## src/rtl/wall_follower.sv

```systemverilog
// Right-hand wall-following drive controller: sync/debounce, FSM, wheel regs.
// Optional WALL_FOLLOW_RAMP_EN limits per-cycle wheel change to RAMP_STEP.
module wall_follower #(
  parameter int DEBOUNCE_CYCLES = 4,
  parameter int TURN_CYCLES     = 16,
  parameter int BACKUP_CYCLES   = 16,
  parameter int RAMP_STEP       = 4
) (
  input  logic              clk,
  input  logic              reset,
  input  logic              enable,
  input  logic              sensor_right,
  input  logic              sensor_left,
  input  logic              sensor_wall,
  input  logic [5:0]        speed,
  output logic signed [7:0] wheel_left,
  output logic signed [7:0] wheel_right
);

  localparam logic [2:0] S_IDLE   = 3'd0;
  localparam logic [2:0] S_FOLLOW = 3'd1;
  localparam logic [2:0] S_SEEK   = 3'd2;
  localparam logic [2:0] S_AVOID  = 3'd3;
  localparam logic [2:0] S_BACKUP = 3'd4;

  localparam logic [7:0]  DB_LAST = 8'(DEBOUNCE_CYCLES - 1);
  localparam logic [15:0] TURN_LD = 16'(TURN_CYCLES - 1);
  localparam logic [15:0] BACK_LD = 16'(BACKUP_CYCLES - 1);

`ifdef WALL_FOLLOW_RAMP_EN
  localparam bit RAMP_EN = 1'b1;
`else
  localparam bit RAMP_EN = 1'b0;
`endif

  localparam logic signed [9:0] STEP10 = 10'(RAMP_STEP);
  localparam logic signed [7:0] STEP8  = 8'(RAMP_STEP);

  logic [2:0]  w_raw;
  logic [2:0]  r_s1;
  logic [2:0]  r_s2;
  logic [2:0]  r_deb;
  logic [7:0]  r_dcnt [3];
  logic [2:0]  r_state;
  logic [2:0]  w_nxt;
  logic [15:0] r_tmr;
  logic        w_ld;
  logic [15:0] w_ldv;
  logic        w_fr;
  logic        w_fl;
  logic        w_wall;
  logic signed [7:0] w_full;
  logic signed [7:0] w_half;
  logic signed [7:0] w_rev;
  logic signed [7:0] w_tl;
  logic signed [7:0] w_tr;
  logic signed [7:0] r_wl;
  logic signed [7:0] r_wr;

  assign w_raw  = {sensor_wall, sensor_left, sensor_right};
  assign w_fr   = r_deb[0];
  assign w_fl   = r_deb[1];
  assign w_wall = r_deb[2];

  // Debounced bit flips only after DEBOUNCE_CYCLES disagreeing samples.
  always_ff @(posedge clk or negedge reset) begin
    if (!reset) begin
      r_s1  <= '0;
      r_s2  <= '0;
      r_deb <= '0;
      for (int i = 0; i < 3; i++) r_dcnt[i] <= '0;
    end else begin
      r_s1 <= w_raw;
      r_s2 <= r_s1;
      for (int i = 0; i < 3; i++) begin
        if (r_s2[i] == r_deb[i]) begin
          r_dcnt[i] <= '0;
        end else if (r_dcnt[i] == DB_LAST) begin
          r_deb[i]  <= r_s2[i];
          r_dcnt[i] <= '0;
        end else begin
          r_dcnt[i] <= r_dcnt[i] + 8'd1;
        end
      end
    end
  end

  always_comb begin
    w_nxt = r_state;
    w_ld  = 1'b0;
    w_ldv = '0;
    if (!enable) begin
      w_nxt = S_IDLE;
    end else begin
      case (r_state)
        S_BACKUP: begin
          if (r_tmr == '0) begin
            w_nxt = S_AVOID;
            w_ld  = 1'b1;
            w_ldv = TURN_LD;
          end
        end
        S_AVOID: begin
          if (r_tmr == '0) begin
            unique case (1'b1)
              (w_fl & w_fr): begin
                w_nxt = S_BACKUP;
                w_ld  = 1'b1;
                w_ldv = BACK_LD;
              end
              (w_fl ^ w_fr): w_nxt = S_AVOID;
              default: w_nxt = w_wall ? S_FOLLOW : S_SEEK;
            endcase
          end
        end
        default: begin
          unique case (1'b1)
            (w_fl & w_fr): begin
              w_nxt = S_BACKUP;
              w_ld  = 1'b1;
              w_ldv = BACK_LD;
            end
            (w_fl ^ w_fr): begin
              w_nxt = S_AVOID;
              w_ld  = 1'b1;
              w_ldv = TURN_LD;
            end
            default: w_nxt = w_wall ? S_FOLLOW : S_SEEK;
          endcase
        end
      endcase
    end
  end

  always_ff @(posedge clk or negedge reset) begin
    if (!reset) begin
      r_state <= S_IDLE;
      r_tmr   <= '0;
    end else begin
      r_state <= w_nxt;
      if (w_ld)
        r_tmr <= w_ldv;
      else if (r_tmr != '0)
        r_tmr <= r_tmr - 16'd1;
    end
  end

  assign w_full = {1'b0, speed, 1'b0};
  assign w_half = {2'b00, speed};
  assign w_rev  = -w_full;

  always_comb begin
    w_tl = '0;
    w_tr = '0;
    case (r_state)
      S_FOLLOW: begin
        w_tl = w_full;
        w_tr = w_full;
      end
      S_SEEK: begin
        w_tl = w_full;
        w_tr = w_half;
      end
      S_AVOID: begin
        w_tl = w_rev;
        w_tr = w_full;
      end
      S_BACKUP: begin
        w_tl = w_rev;
        w_tr = w_rev;
      end
      default: begin
        w_tl = '0;
        w_tr = '0;
      end
    endcase
  end

  function automatic logic signed [7:0] ramp(
    input logic signed [7:0] cur,
    input logic signed [7:0] tgt
  );
    logic signed [9:0] d;
    d = {{2{tgt[7]}}, tgt} - {{2{cur[7]}}, cur};
    if (d > STEP10)
      ramp = cur + STEP8;
    else if (d < -STEP10)
      ramp = cur - STEP8;
    else
      ramp = tgt;
  endfunction

  always_ff @(posedge clk or negedge reset) begin
    if (!reset) begin
      r_wl <= '0;
      r_wr <= '0;
    end else if (RAMP_EN) begin
      r_wl <= ramp(r_wl, w_tl);
      r_wr <= ramp(r_wr, w_tr);
    end else begin
      r_wl <= w_tl;
      r_wr <= w_tr;
    end
  end

  assign wheel_left  = r_wl;
  assign wheel_right = r_wr;

endmodule

```

## config.mk

```make
export PLATFORM = sky130hd
export DESIGN_NAME = wall_follower
export DESIGN_NICKNAME = d
export VERILOG_FILES = /design/src/rtl/wall_follower.sv
export SDC_FILE = /design/constraint.sdc
export NUM_CORES = 1
export LEC_CHECK = 0
export BUFFER_PORTS_ARGS = -buffer_cell sky130_fd_sc_hd__buf_4
export CAP_MARGIN = 30
export CORE_MARGIN = 8
export CORE_UTILIZATION = 45
export DETAILED_ROUTE_END_ITERATION = 6
export PLACE_DENSITY = 0.61
export SETUP_SLACK_MARGIN = 0.1
export SYNTH_ARGS = -nofsm -noshare
export SYNTH_HDL_FRONTEND = slang
export SYNTH_SLANG_ARGS = --single-unit
```

## constraint.sdc

```tcl
create_clock -name clk -period 2.6 [get_ports clk]
set_clock_uncertainty 0.2 [all_clocks]
set_input_delay 0.26 -clock clk [delete_from_list [all_inputs] [get_ports clk]]
set_output_delay 0.26 -clock clk [all_outputs]
set_load 0.02 [all_outputs]
```

==> results.sh, run 1 <==
export IMPL_outcome="completed"
export IMPL_p_leak_nw=1.77
export IMPL_antenna_found_initial=0
export IMPL_setup_slack_ns=0.272
export IMPL_cp_required_ns=2.62
export IMPL_cp_slowest_stage_delay_ns=0.58
export IMPL_grt_pass1_wl_um=11200
export IMPL_vias_per_cell=5.30
export IMPL_clkTransAtPathRegs_ns=0.07
export IMPL_synth_edf_count=0
export IMPL_path_delay_family="simple AND/OR/NAND/NOR gates"
export IMPL_yosysMostFrequentCell="dfrtp_1"
export IMPL_root_buffer="clkbuf_8"
export IMPL_hold_viol_final=0
export IMPL_synthesis_area_um2=3270
export IMPL_design_area_um2=3920
export IMPL_initial_core_util_pct=45.8
export IMPL_min_period_ns=2.33
export IMPL_drv_cap=0
export IMPL_synth_common_cells="dfrtp_1, nor2_1, a21oi_1"
export IMPL_dpl_cell_area_um2=3640
export IMPL_fmax_mhz=430
export IMPL_setup_viol=0
export IMPL_critPathKind="reg2reg"
export IMPL_rows=31
export IMPL_slew_viol_final=0
export IMPL_power_density_nw_per_um2=900
export IMPL_fin_nets=392
export IMPL_io_pins=28
export IMPL_fp_dieArea_um2=10300
export IMPL_synth_cell_types=53
export IMPL_holdPathStages=3
export IMPL_grt_pass1_vias=2435
export IMPL_grt_use_total_pct=13.5
export IMPL_die_w_um=101
export IMPL_dr_pass1_iters=4
export IMPL_numCtsBuffers=9
export IMPL_critPathBufInv=0
export IMPL_cts_tree="done"
export IMPL_synth_top_area_share_pct=51.3
export IMPL_reg2reg_from="r_dcnt[0]"
export IMPL_ys_ff_latch=67
export IMPL_cts_htree_levels=3
export IMPL_yosysSeqAreaShare_pct=51.3
export IMPL_synth_nets=343
export IMPL_insertion_delay_ns=0.33
export IMPL_peakVddDrop_uv=322
export IMPL_reg2reg_to="r_dcnt[2]"
export IMPL_core_area_um2=7140
export IMPL_total_power_mw=3.52
export IMPL_end_kind="flip-flop"
export IMPL_yosys_warnings=0
export IMPL_place_gp_congestion=0.829
export IMPL_numClockSinks=67
export IMPL_drc=0
export IMPL_diodes=0
export IMPL_ant_nets=0
export IMPL_clockBufferDepth=2
export IMPL_worst_slew_pin_slew_ns=0.825
export IMPL_hold_start="speed[1]"
export IMPL_dr_first_iter_drc_count=61
export IMPL_post_dp_hpwl_um=4340
export IMPL_grt_max_degree=68
export IMPL_crit_arrival_ns=2.35
export IMPL_path_cells="ha_1 -> or4b_2 -> or4_1 -> nand2_1 -> nor2_1"
export IMPL_yosys_most_used_dff="dfrtp_1"
export IMPL_timing_setup_tns_ns=0
export IMPL_ys_top_cells_by_area="dfrtp_1, xor2_1, nor2_1"
export IMPL_dp_slack_ns=0.266
export IMPL_drt_wirelength_per_cell_um=13.3
export IMPL_startpoint_type="flip-flop"
export IMPL_port_buffers=26
export IMPL_hold_ws_ns=0.0408
export IMPL_drt_total_wl_um=6320
export IMPL_area_delta_synth_final_pct=19.7
export IMPL_synth_cells=323
export IMPL_via_count=2522
export IMPL_syn_area_per_cell_um2=10.1
export IMPL_rrSetupSlack_ns=0.27
export IMPL_rsz0062_at_grt="false"
export IMPL_relSlewSlack_pct=45.0
export IMPL_grt_ovfl_total=0
export IMPL_slowest_stage="or4b_2"
export IMPL_whs_endpoint="wheel_right[1]"
export IMPL_fin_crit_sh_pct=89.5
export IMPL_async_flop_share_pct=100
export IMPL_synth_area_leader_cell="dfrtp_1"
export IMPL_drive_above_1_share_pct=19.1
export IMPL_dieHeight_um=101
export IMPL_hold_class="in2reg"
export IMPL_rr_worst_depth=5
export IMPL_path_max_fanout=7
==> what timing repair did <==
action,4_1_cts,5_1_grt
resized for setup,0,0
endpoints found under the hold margin,80,0
endpoints found under the setup margin,0,0
setup buffers,0,0
hold buffers,10,0
==> flip-flops by register name (all words and copies together), names as in the netlist <==
register,cells
wheel_right,8
r_dcnt,24
r_s2,3
r_state,3
r_s1,3
wheel_left,7
r_tmr,16
r_deb,3
==> layout make-up <==
type                    count  area (µm²)
fillers                   658        3220
flip-flops and latches     67        1680
multi-input cells         235        1510
repair buffers             48         385
clock buffers              10         138
well taps                  99         124
clock inverters             6        41.3
inverters                  11        41.3
==> cells in the final DEF (no fill, tap or decap), types with 4 or more instances in the layout <==
cell,count
a21oi_1,22
and3_1,8
buf_4,38
clkbuf_8,10
dfrtp_1,67
dlygate4sd3_1,10
ha_1,8
inv_1,11
nand2_1,13
nand2b_1,5
nand3_1,17
nor2_1,39
nor2b_1,4
nor3_1,9
o21ai_0,14
o31ai_1,5
or3_1,5
or4_1,6
xnor2_1,5
xor2_1,19
==> logic make-up after synthesis <==
family	synth area share, %
and+or+nand+nor	22.3
DFF	51.3
AOI/OAI and AO/OA	12.5
xor gates and xnor gates	6.43
buffers and inverters	2.60
adders and majority gates	3.06
muxes	1.64
other	0.115
==> per-stage QoR <==
| stage | util [%] | std cells |
|---|---|---|
| final | 54.9 | 476 |
| after global routing | 54.9 | 476 |
| after CTS | 54.9 | 476 |
| after detailed placement | 50.9 | 450 |
| after global placement | 50.9 | 450 |
| after floorplan | - | 323 |
==> worst min-delay path: stages <==
cell and delay, ns:
buf_4 0.12, inv_1 0.08, o31ai_1 0.08
==> power breakdown <==
part | switching [mW] | internal [mW] | leakage (nW) | total, mW
sequential | 0.167 | 1.26 | 0.879 | 1.43
combinational | 0.746 | 0.579 | 0.811 | 1.33
clock | 0.397 | 0.369 | 0.0843 | 0.767
total | 1.31 | 2.21 | 1.77 | 3.52
==> metal layers <==
layer  global-route usage [%]  wire (µm)  vias up
li1                         -          -     1255
met2                     21.7       2950       49
met5                        0          0        -
met1                     16.9       2970     1207
met4                     6.87        124        0
met3                     2.96        280       11
==> how the worst max path moves through the flow <==
stage | start | endpoint | cells past startpoint
2_1_floorplan | r_tmr[8] | r_tmr[15] | 4
3_3_place_gp | r_dcnt[0] | r_dcnt[7] | 5
3_5_place_dp | r_dcnt[0] | r_dcnt[2] | 5
4_1_cts | r_dcnt[0] | r_dcnt[2] | 5
5_1_grt | r_dcnt[0] | r_dcnt[2] | 5
6_report | r_dcnt[0] | r_dcnt[2] | 5
Power figures use the tool's default switching activity.
==> run 2: changes to the inputs <==
--- a/config.mk
+++ b/config.mk
@@ -11,6 +11,7 @@
 export CORE_UTILIZATION = 45
 export DETAILED_ROUTE_END_ITERATION = 6
 export PLACE_DENSITY = 0.61
+export RECOVER_POWER = 50
 export SETUP_SLACK_MARGIN = 0.1
 export SYNTH_ARGS = -nofsm -noshare
 export SYNTH_HDL_FRONTEND = slang
==> run 2 against run 1 <==
Compared with the run above:
- the flow now finishes with violations (max-capacitance violations, max-slew violations)
- combinational power decreased by 6%
- sequential power about the same
- clock-buffer cell count unchanged
- highest routed layer unchanged
- die area unchanged
- critical endpoint unchanged
- wire length increased by 0.33%
- via count decreased by 0.36%
- worst setup slack about the same
- worst hold slack got worse by 0.0018 ns
- power decreased by 2.2%
- core utilization decreased by 0.88 points
==> results.sh, run 2 (synthesis gave the netlist of run 1 again) <==
export IMPL_hold_viol_final=0
export IMPL_hold_ws_ns=0.0390
export IMPL_clock_power_share_pct=22.3
export IMPL_diodes=0
export IMPL_wl_met3_um=214
export IMPL_core_area_um2=7140
export IMPL_drt_wirelength_per_cell_um=13.3
export IMPL_total_power_mw=3.45
export IMPL_top_layer_used="met4"
export IMPL_fp_dieArea_um2=10300
export IMPL_final_common_cell="dfrtp_1"
export IMPL_worst_slew_pin_slew_ns=1.62
export IMPL_timing_setup_tns_ns=0
export IMPL_dieHeight_um=101
export IMPL_startpoint_type="flip-flop"
export IMPL_violations="max-capacitance violations, max-slew violations"
export IMPL_cell_internal_pwr_mw=2.14
export IMPL_grt_use_total_pct=13.5
export IMPL_slowest_stage="or4b_2"
export IMPL_regMostFlops="r_dcnt"
export IMPL_end_kind="flip-flop"
export IMPL_rrSetupSlack_ns=0.27
export IMPL_cp_slowest_stage_delay_ns=0.58
export IMPL_n_fill_cell=679
export IMPL_cts_htree_levels=3
export IMPL_io_pins=28
export IMPL_ant_nets=0
export IMPL_numClockSinks=67
export IMPL_initial_core_util_pct=45.8
export IMPL_grt_ovfl_total=0
export IMPL_cts_tree="done"
export IMPL_peakVddDrop_uv=323
export IMPL_setup_viol=0
export IMPL_path_max_fanout=7
export IMPL_pwr_share_comb_pct=36.3
export IMPL_switchingPower_mw=1.31
export IMPL_place_gp_congestion=0.829
export IMPL_root_buffer="clkbuf_8"
export IMPL_fin_nets=392
export IMPL_drv_cap=1
export IMPL_area_delta_synth_final_pct=17.8
export IMPL_slew_viol_final=68
export IMPL_power_density_nw_per_um2=895
export IMPL_clockBufferDepth=2
export IMPL_grt_pass1_vias=2435
export IMPL_postCtsResizedCells=0
export IMPL_dr_pass1_iters=4
export IMPL_largest_reg_flops=24
export IMPL_grt_max_degree=68
export IMPL_hold_class="in2reg"
export IMPL_fmax_mhz=430
export IMPL_mostFrequentLayoutCells="dfrtp_1, nor2_1, a21oi_1, xor2_1, buf_4"
export IMPL_drc=0
export IMPL_outcome="complete, but fails checks"
export IMPL_cts_hold_fix_buffers=10
export IMPL_p_leak_nw=1.71
export IMPL_met1_length_um=3060
export IMPL_critPathKind="reg2reg"
export IMPL_grt_pass1_wl_um=11200
export IMPL_antenna_found_initial=0
export IMPL_dr_first_iter_drc_count=57
export IMPL_met2_length_um=2940
export IMPL_path_delay_family="simple AND/OR/NAND/NOR gates"
export IMPL_rows=31
export IMPL_cp_required_ns=2.62
export IMPL_insertion_delay_ns=0.33
export IMPL_crit_arrival_ns=2.35
export IMPL_post_cts_setup_buffers=0
export IMPL_post_dp_hpwl_um=4340
export IMPL_min_period_ns=2.33
export IMPL_via_count=2513
export IMPL_fin_crit_sh_pct=89.5
export IMPL_rsz0062_at_grt="false"
export IMPL_die_w_um=101
export IMPL_drive_above_1_share_pct=14.9
export IMPL_power_share_sequential_pct=41.5
export IMPL_path_cells="ha_1 -> or4b_2 -> or4_1 -> nand2_1 -> nor2_1"
export IMPL_port_buffers=26
export IMPL_vias_per_cell=5.28
export IMPL_drt_total_wl_um=6340
export IMPL_critPathBufInv=0
export IMPL_numCtsBuffers=9
export IMPL_clkTransAtPathRegs_ns=0.07
export IMPL_swShare_pct=38.0
export IMPL_relSlewSlack_pct=-8.00
-- run 2: changes by cell type in the layout (fill, tap and decap cells not counted) --
cell	previous run	this run
buf_4	38	18
clkbuf_1	0	16
clkbuf_4	0	3
clkbuf_2	0	1
-- run 2: final timing paths --
check | from | end | cells past startpoint
hold reg to reg | r_s1[0] | r_s2[0] | 0
setup reg to reg | r_dcnt[0] | r_dcnt[2] | 5
max in group asynchronous | reset | r_deb[1] | 2
min in group asynchronous | reset | wheel_right[6] | 2
hold / removal | speed[1] | wheel_right[1] | 3
setup / recovery | r_dcnt[0] | r_dcnt[2] | 5
-- run 2: power groups by stage --
stage	Combinational, mW	Sequential [mW]	Clock, mW
2_1_floorplan	0.784	1.53	0
3_3_place_gp	1.31	1.45	0
3_5_place_dp	1.32	1.45	0
4_1_cts	1.34	1.43	0.803
5_1_grt	1.42	1.47	0.840
6_report	1.25	1.43	0.767
-- run 2: layout make-up --
| type | instances | area (µm²) | area share (%) |
|---|---|---|---|
| clock inverter | 6 | 41.3 | 1.07 |
| clock buffer | 10 | 138 | 3.57 |
| multi-input combinational | 235 | 1510 | 39.2 |
| tap | 99 | 124 | 3.22 |
| sequential | 67 | 1680 | 43.5 |
| inverter | 11 | 41.3 | 1.07 |
| timing repair buffer | 48 | 323 | 8.38 |
-- run 2: metal layers --
metal,vias up,GRT usage (%)
met5,-,0
met4,0,6.87
met3,11,2.96
met2,38,21.7
met1,1208,16.9
li1,1256,-
-- run 2: worst min-delay path, cell delays in order --
cell and delay (ns):
buf_4 0.12, inv_1 0.08, o31ai_1 0.08
-- run 2: metrics by stage --
step | cells | util, % | worst slack, ns | instance area [µm²]
floorplan | 323 | - | 0.396 | 3270
global placement | 450 | 50.9 | 0.348 | 3640
detailed placement | 450 | 50.9 | 0.266 | 3640
CTS | 476 | 54.9 | 0.248 | 3920
global route | 476 | 54.0 | 0.142 | 3850
finish | 476 | 54.0 | 0.272 | 3850
